==> src/rtl/pc_sequencer.sv <==
// ---------------------------------------------------------------------------
// pc_sequencer
// Control FSM that sequences the program counter and register-file write of
// the primitive programmable device. It decodes the instruction at the
// current PC and drives the PC enable/operation, the register-file write
// enable and the write-source select. External-input instructions stall on
// a valid/ready handshake. The FSM supports free-run and single-step modes
// and a sticky halt.
//
// Ports:
//   CLK       in   system clock, rising edge
//   rst       in   synchronous active-high reset
//   instr     in   [31:0] instruction at current PC
//                  [31]=B branch, [30]=C jump, [29:28]=WS, [12:5]=offset
//   flag      in   ALU comparison result for the current instruction
//   run_mode  in   1 = free-run, 0 = single-step
//   step      in   step request (level; rising edge used)
//   in_valid  in   external input data available
//   in_ready  out  sequencer accepts external input this cycle
//   pc_en     out  PC advances at next CLK edge
//   pc_op     out  0 = PC+1, 1 = PC+offset
//   rf_we     out  register-file write enable
//   ws        out  [1:0] copy of instr[29:28]
//   halted    out  FSM in HALT
//   state     out  [2:0] FSM state code
//   retired   out  [CNT_W-1:0] completed-instruction count
// ---------------------------------------------------------------------------
module pc_sequencer #(
    parameter int CNT_W = 16,
    parameter int PC_W  = 8
) (
    input  logic             CLK,
    input  logic             rst,
    input  logic [31:0]      instr,
    input  logic             flag,
    input  logic             run_mode,
    input  logic             step,
    input  logic             in_valid,
    output logic             in_ready,
    output logic             pc_en,
    output logic             pc_op,
    output logic             rf_we,
    output logic [1:0]       ws,
    output logic             halted,
    output logic [2:0]       state,
    output logic [CNT_W-1:0] retired
);

    localparam logic [2:0] ST_PAUSE   = 3'd0;
    localparam logic [2:0] ST_EXEC    = 3'd1;
    localparam logic [2:0] ST_WAIT_IN = 3'd2;
    localparam logic [2:0] ST_HALT    = 3'd3;

    // Reduction parity, used to fold the fields this block does not consume.
    function automatic logic parity32(input logic [31:0] v);
        return ^v;
    endfunction

    logic [2:0]       state_r;
    logic [2:0]       next_state_s;
    logic [CNT_W-1:0] retired_r;
    logic             step_q_r;
    logic             step_rise_s;

    logic             b_s;
    logic             c_s;
    logic             halt_i_s;
    logic             br_i_s;
    logic             in_i_s;

    logic             in_ready_s;
    logic             pc_en_s;
    logic             pc_op_s;
    logic             rf_we_s;

    // The branch offset is consumed by the PC datapath, not by this FSM.
    logic [PC_W-1:0]  offset_unused_s;
    logic             fields_unused_s;

    assign offset_unused_s = instr[5 +: PC_W];
    assign fields_unused_s = parity32({instr[27:0], 4'b0000});

    assign b_s         = instr[31];
    assign c_s         = instr[30];
    assign halt_i_s    = b_s & c_s;
    assign br_i_s      = b_s ^ c_s;
    assign in_i_s      = ~b_s & ~c_s & (instr[29:28] == 2'b01);
    assign step_rise_s = step & ~step_q_r;

    // Output decode and next-state selection; rst forces every control low.
    always_comb begin
        in_ready_s   = 1'b0;
        pc_en_s      = 1'b0;
        pc_op_s      = 1'b0;
        rf_we_s      = 1'b0;
        next_state_s = state_r;
        if (rst) begin
            next_state_s = ST_PAUSE;
        end else begin
            case (state_r)
                ST_PAUSE: begin
                    if (run_mode || step_rise_s) begin
                        next_state_s = ST_EXEC;
                    end else begin
                        next_state_s = ST_PAUSE;
                    end
                end
                ST_EXEC: begin
                    if (halt_i_s) begin
                        next_state_s = ST_HALT;
                    end else if (br_i_s) begin
                        pc_en_s = 1'b1;
                        pc_op_s = c_s | (b_s & flag);
                    end else if (in_i_s) begin
                        // in_ready is decided before in_valid is looked at.
                        in_ready_s = 1'b1;
                        if (in_valid) begin
                            pc_en_s = 1'b1;
                            rf_we_s = 1'b1;
                        end else begin
                            next_state_s = ST_WAIT_IN;
                        end
                    end else begin
                        pc_en_s = 1'b1;
                        rf_we_s = 1'b1;
                    end
                end
                ST_WAIT_IN: begin
                    in_ready_s = 1'b1;
                    if (in_valid) begin
                        pc_en_s = 1'b1;
                        rf_we_s = 1'b1;
                    end else begin
                        next_state_s = ST_WAIT_IN;
                    end
                end
                ST_HALT: begin
                    next_state_s = ST_HALT;
                end
                default: begin
                    next_state_s = ST_PAUSE;
                end
            endcase
            // A completing instruction picks the next state from run_mode.
            if (pc_en_s) begin
                next_state_s = run_mode ? ST_EXEC : ST_PAUSE;
            end else begin
                next_state_s = next_state_s;
            end
        end
    end

    // State, step edge history and retired counter.
    always_ff @(posedge CLK) begin
        if (rst) begin
            state_r   <= ST_PAUSE;
            retired_r <= {CNT_W{1'b0}};
            step_q_r  <= 1'b0;
        end else begin
            state_r  <= next_state_s;
            step_q_r <= step;
            if (pc_en_s) begin
                retired_r <= retired_r + {{(CNT_W-1){1'b0}}, 1'b1};
            end
        end
    end

    assign in_ready = in_ready_s;
    assign pc_en    = pc_en_s;
    assign pc_op    = pc_op_s;
    assign rf_we    = rf_we_s;
    assign ws       = instr[29:28];
    assign halted   = (state_r == ST_HALT);
    assign state    = state_r;
    assign retired  = retired_r;

endmodule

==> config.mk <==
export PLATFORM = sky130hd
export DESIGN_NAME = pc_sequencer
export DESIGN_NICKNAME = d
export VERILOG_FILES = /design/src/rtl/pc_sequencer.sv
export SDC_FILE = /design/constraint.sdc
export NUM_CORES = 1
export LEC_CHECK = 0
export CAP_MARGIN = 25
export CORE_AREA = 2 2 76 78
export DETAILED_ROUTE_END_ITERATION = 10
export DIE_AREA = 0 0 78 80
export PLACE_DENSITY = 0.58
export SLEW_MARGIN = 10
export SYNTH_ARGS = -nofsm -noshare
export SYNTH_HDL_FRONTEND = slang
export SYNTH_SLANG_ARGS = --single-unit
==> constraint.sdc <==
create_clock -name CLK -period 2.18 [get_ports CLK]
set_input_delay 0.436 -clock CLK [delete_from_list [all_inputs] [get_ports CLK]]
set_output_delay 0.436 -clock CLK [all_outputs]
set_load 0.005 [all_outputs]
* Word level (Yosys, flattened, before mapping)
Index checks and enable logic that the tools add are counted.
Widths: inputs -> output; s select.
** Operators by class
- Add/subtract/negate cells :: 1
- Equal/unequal tests :: 6
- Mux-type cells :: 28
- Bitwise logic cells :: 10
- Reduce and logical (&&, ||, !) cells :: 3
** Operators with widths (count)
- $mux 1 :: 19
- $add 16x1->16 const B :: 1
- $mux 3 :: 5
- $pmux 3 s4 :: 1
- $ne 4x4->1 const B :: 2
- $eq 3x2->1 const B :: 2
- $pmux 1 s2 :: 3
- $and 1x1->1 :: 5
- $eq 3x1->1 const B :: 1
- $logic_not 3->1 :: 1
- $not 1->1 :: 3
- $eq 2x1->1 const B :: 1
- $reduce_and 2->1 :: 1
- $logic_or 1x1->1 :: 1
- $or 1x1->1 :: 1
- $xor 1x1->1 :: 1
** Word-level totals
- Register bits :: 20
- Output and inout bits :: 26

* Longest topological paths before layout
- Depth in word-level cells :: 10
- Gate-level depth with buffers :: 7
- Mapped depth without buffers :: 6

* Worst setup path after synthesis
OpenSTA, ideal clock, no wires.
- Kind :: input-to-output
- Start :: in instr[30]
- End :: out in_ready
- Arrival time :: 1677 ps
- Data required time :: 1744 ps
- Path slack :: 67 ps
- Stages :: 5
- Path through :: ha_1 -> or4b_2 -> nor2_1 -> a41oi_1 -> nor2_1
** On the way
- Word-level cells in the longest chain between the ends :: 8
- Elaborated cells between the ends (all ways) :: 10
- Those cells by class :: mux: 5; bitwise: 5
** Ends and longest elaborated chain
- start, declared :: RTL line 34 : input logic [31:0] instr,
- $not 1->1 :: RTL line 87 : assign in_i_s = ~b_s & ~c_s & (instr[29:28] == 2'b01);
- $and 1x1->1 (2 in series) :: RTL line 87
- $mux 1 :: RTL line 114 : end else if (in_i_s) begin
- $mux 1 :: RTL line 111 : end else if (br_i_s) begin
- $mux 1 * :: RTL line 109 : if (halt_i_s) begin
- $pmux 1 s2 * :: RTL line 100 : case (state_r)
- $mux 1 * :: RTL line 97 : if (rst) begin
- end, declared :: RTL line 39 : output logic in_ready,
Every way passes the cells marked *; elsewhere a longest branch is shown, timed or not.

* Final worst setup path
- Start :: in instr[30]
- End :: out pc_en
** On the way
- Word-level cells in the longest chain between the ends :: 9
- Elaborated cells between the ends (all ways) :: 11
- Those cells by class :: mux: 6; bitwise: 5
** Ends and longest elaborated chain
- $not 1->1 :: RTL line 87
- $and 1x1->1 (2 in series) :: RTL line 87
- $mux 1 :: RTL line 114
- $mux 1 :: RTL line 111
- $mux 1 * :: RTL line 109
- $pmux 1 s2 * :: RTL line 100
- $mux 1 * (2 in series) :: RTL line 97
- end, declared :: RTL line 40 : output logic pc_en,
Every way passes the cells marked *; elsewhere a longest branch is shown, timed or not. The select of a mux whose other input is x is not followed.

==> results.rst <==
.. list-table::
   :header-rows: 1

   * - Metric
     - Value
   * - Biggest area contributors in the synthesized netlist
     - dfxtp_1, mux2_1, nor2b_1
   * - Post-synth top cells
     - dfxtp_1, nor2_1, a21oi_1
   * - Port Buffers
     - 35
   * - Via count of the first global-routing pass
     - about 1300
   * - TritonCTS clock tree
     - yes
   * - Power density over the cells
     - between 400 and 500 mW/mm^2
   * - Post-synthesis area per instance
     - around 8.5 um^2
   * - Count of nets after finishing
     - between 200 and 300
   * - Top achievable clock speed
     - around 470 MHz
   * - Largest net degree at the start of global routing
     - 30
   * - Starting DRT DRC Count
     - 30
   * - Post-Place Setup Slack
     - -0.877 ns
   * - Inserted Clock Buffers
     - 3
   * - Synth warnings
     - 0
   * - Htree depth
     - 1
   * - Number of different library cells in the post-synthesis netlist
     - 44
   * - Total via count after detailed routing
     - around 1300
   * - Type of element capturing the critical path
     - output port
   * - Global route overflow
     - 0
   * - Most frequent cell after synthesis
     - dfxtp_1
   * - DRC errors left
     - 0
   * - WL/cell
     - 12.5 um
   * - Type of the most critical hold path
     - register to register
   * - Post-Syn Nets
     - about 200
   * - Register-to-register setup slack
     - between 0.2 and 0.25 ns
   * - Area added between synthesis and finish
     - 52.2%
   * - Number of synthesized flops with an enable pin
     - 0
   * - Die Width
     - just under 80 um
   * - Total routed wirelength
     - between 3 and 4 mm
   * - Crit-path max FO
     - 3
   * - First-pass iteration count of the detailed router
     - 4
   * - Synthesized cell area
     - between 0.001 and 0.0015 mm^2
   * - Post CTS Setup Buffer Count
     - 0
   * - Asr flop ratio synth
     - 0
   * - Flip-flop and latch count after synthesis
     - 20
   * - Setup repair after global routing missed its margin
     - false
   * - Number of rows in the core area
     - 27
   * - Die footprint
     - between 0.006 and 0.007 mm^2
   * - Die Height
     - roughly 80 um
   * - Top flip-flop cell by instance count after synthesis
     - dfxtp_1
   * - Vias/cell
     - ~4.6
   * - Outcome
     - completed
   * - Post-cts hold buffer count
     - 0
   * - Cell type with the highest aggregate area in the netlist
     - dfxtp_1
   * - Buffer levels on the longest clock path
     - 2
   * - Critical path arrival
     - approximately 1.7 ns
   * - Antenna Cells
     - 0
   * - Count of non-filler cells in the finished layout
     - about 280
   * - Classification of the worst setup path
     - input pin to output port
   * - Detailed placement HPWL
     - ~2.7 mm
   * - Tot GR Track Use
     - 0.121
   * - Final number of setup-violating endpoints
     - 0
   * - Endpoints failing hold
     - 0
   * - Setup skew after layout
     - ~0.0097 ns
   * - Cell depth of the worst min-delay path
     - 2
   * - Final count of pins violating max slew
     - 0
   * - Clock latency reported for the late side of the worst-skew pair
     - around 0.27 ns
   * - Post-route worst setup slack
     - 0.0560 ns
   * - Fraction of synthesized cell area taken by the top area cell type
     - 0.302
   * - Placed cells
     - about 280
   * - Gpl congestion
     - approximately 0.84
   * - Worst-path clk slew
     - approximately 0.080 ns
   * - Top Ports
     - 64
   * - Wire length of the first global-routing pass
     - roughly 6 mm
   * - Required time at the worst-slack endpoint
     - ~1.7 ns
   * - Leak Pwr
     - ~0.77 nW
   * - Starting density of the core
     - 0.245
   * - Fraction of layout instances using a drive strength above 1
     - 0.275
   * - Cell count after synthesis
     - approximately 160
   * - Period minus WS final
     - 2.12 ns
   * - VDD IR max
     - ~0.29 mV
   * - Reg2Reg Depth
     - 6
   * - Part of the Yosys area used for sequential elements
     - 0.302
   * - Final cycle utilization of the critical path
     - 0.974
   * - Root buf cell
     - clkbuf_8
   * - Sort of element at the start of the critical path
     - input pin
   * - Clock net sink count
     - 20
   * - Placeable core area
     - between 0.005 and 0.006 mm^2
   * - Maximum Capacitance Violations
     - 0
   * - Antenna violations before repair
     - 0
   * - Routed Antenna Nets
     - 0
[through the flow]
step | TNS, ns | total power [mW] | hold WS [ns] | utilization | cell area, um^2
2_1_floorplan | 0 | 0.454 | 0.502 | - | 1330
3_5_place_dp | -11.44 | 0.537 | 0.538 | 0.353 | 1910
4_1_cts | 0 | 0.932 | 0.551 | 0.370 | 2000
5_1_grt | 0 | 0.962 | 0.580 | 0.373 | 2020
6_report | 0 | 0.922 | 0.545 | 0.373 | 2020
3_3_place_gp | -10.65 | 0.536 | 0.523 | 0.353 | 1910
[critical path, stage by stage]
cell             delay, ns
buf_2                 0.11
buf_4                 0.12
inv_2                 0.04
ha_4                  0.26
and4bb_2              0.27
o21bai_4              0.08
a21oi_1               0.13
clkdlybuf4s15_1       0.24
[power breakdown]
group | internal [mW] | total [mW] | leakage, nW | switching, mW
clock | 0.246 | 0.386 | 0.0357 | 0.141
combinational | 0.0869 | 0.159 | 0.576 | 0.0717
sequential | 0.372 | 0.377 | 0.162 | 0.00515
total | 0.704 | 0.922 | 0.774 | 0.217
[sequential cells by signal, summed over array words and instances, names as in the netlist]
signal and cells:
state 3, retired 16, step_q_r 1
[logic make-up after synthesis]
kind of cell | count (synthesis) | synth area share
compound gates | 31 | 0.167
buf+inv | 19 | 0.0699
mux | 13 | 0.110
fa+ha+maj | 3 | 0.0283
other cells | 1 | 0.00283
flops | 20 | 0.302
simple gates | 69 | 0.319
[cells in the final DEF (no fill, tap or decap), drive strengths merged, types with 2 or more instances in the layout]
master	n
a2111oi	4
a211oi	2
a21oi	14
and2	2
and3	3
and3b	2
and4	2
buf	32
clkbuf	3
clkdlybuf4s50	29
dfxtp	20
ha	3
inv	8
mux2	13
nand2	2
nand2b	2
nand3	9
nand4	4
nor2	19
nor2b	12
nor3	3
nor4b	3
o21ai	3
or4b	2
[worst paths after layout]
check	start	endpoint
setup / recovery	instr[30]	pc_en
hold / removal	retired[3]	retired[3]
setup reg to reg	state[1]	retired[10]
hold reg to reg	retired[3]	retired[3]
[repair_timing]
action                     CTS  global route
setup endpoints to repair   20             6
gates resized for setup     31             4
hold endpoints to repair     0             0
pin swaps                    6             4
[final cells by class]
type                    instances  area, um^2
clock buffers                   3        41.3
clock inverters                 1        30.0
fillers                       581        3390
inverters                       8        30.0
multi-input cells             117         897
flip-flops and latches         20         400
well taps                      72        90.1
repair buffers                 62         528
[layer usage]
metal / routed length, um / global-route usage
met2: 1720 / 0.203
met5: 0 / 0
met3: 114 / 0.0215
met1: 1680 / 0.163
met4: 14 / 0.0211
No activity file was read; power rests on OpenSTA's default activity.
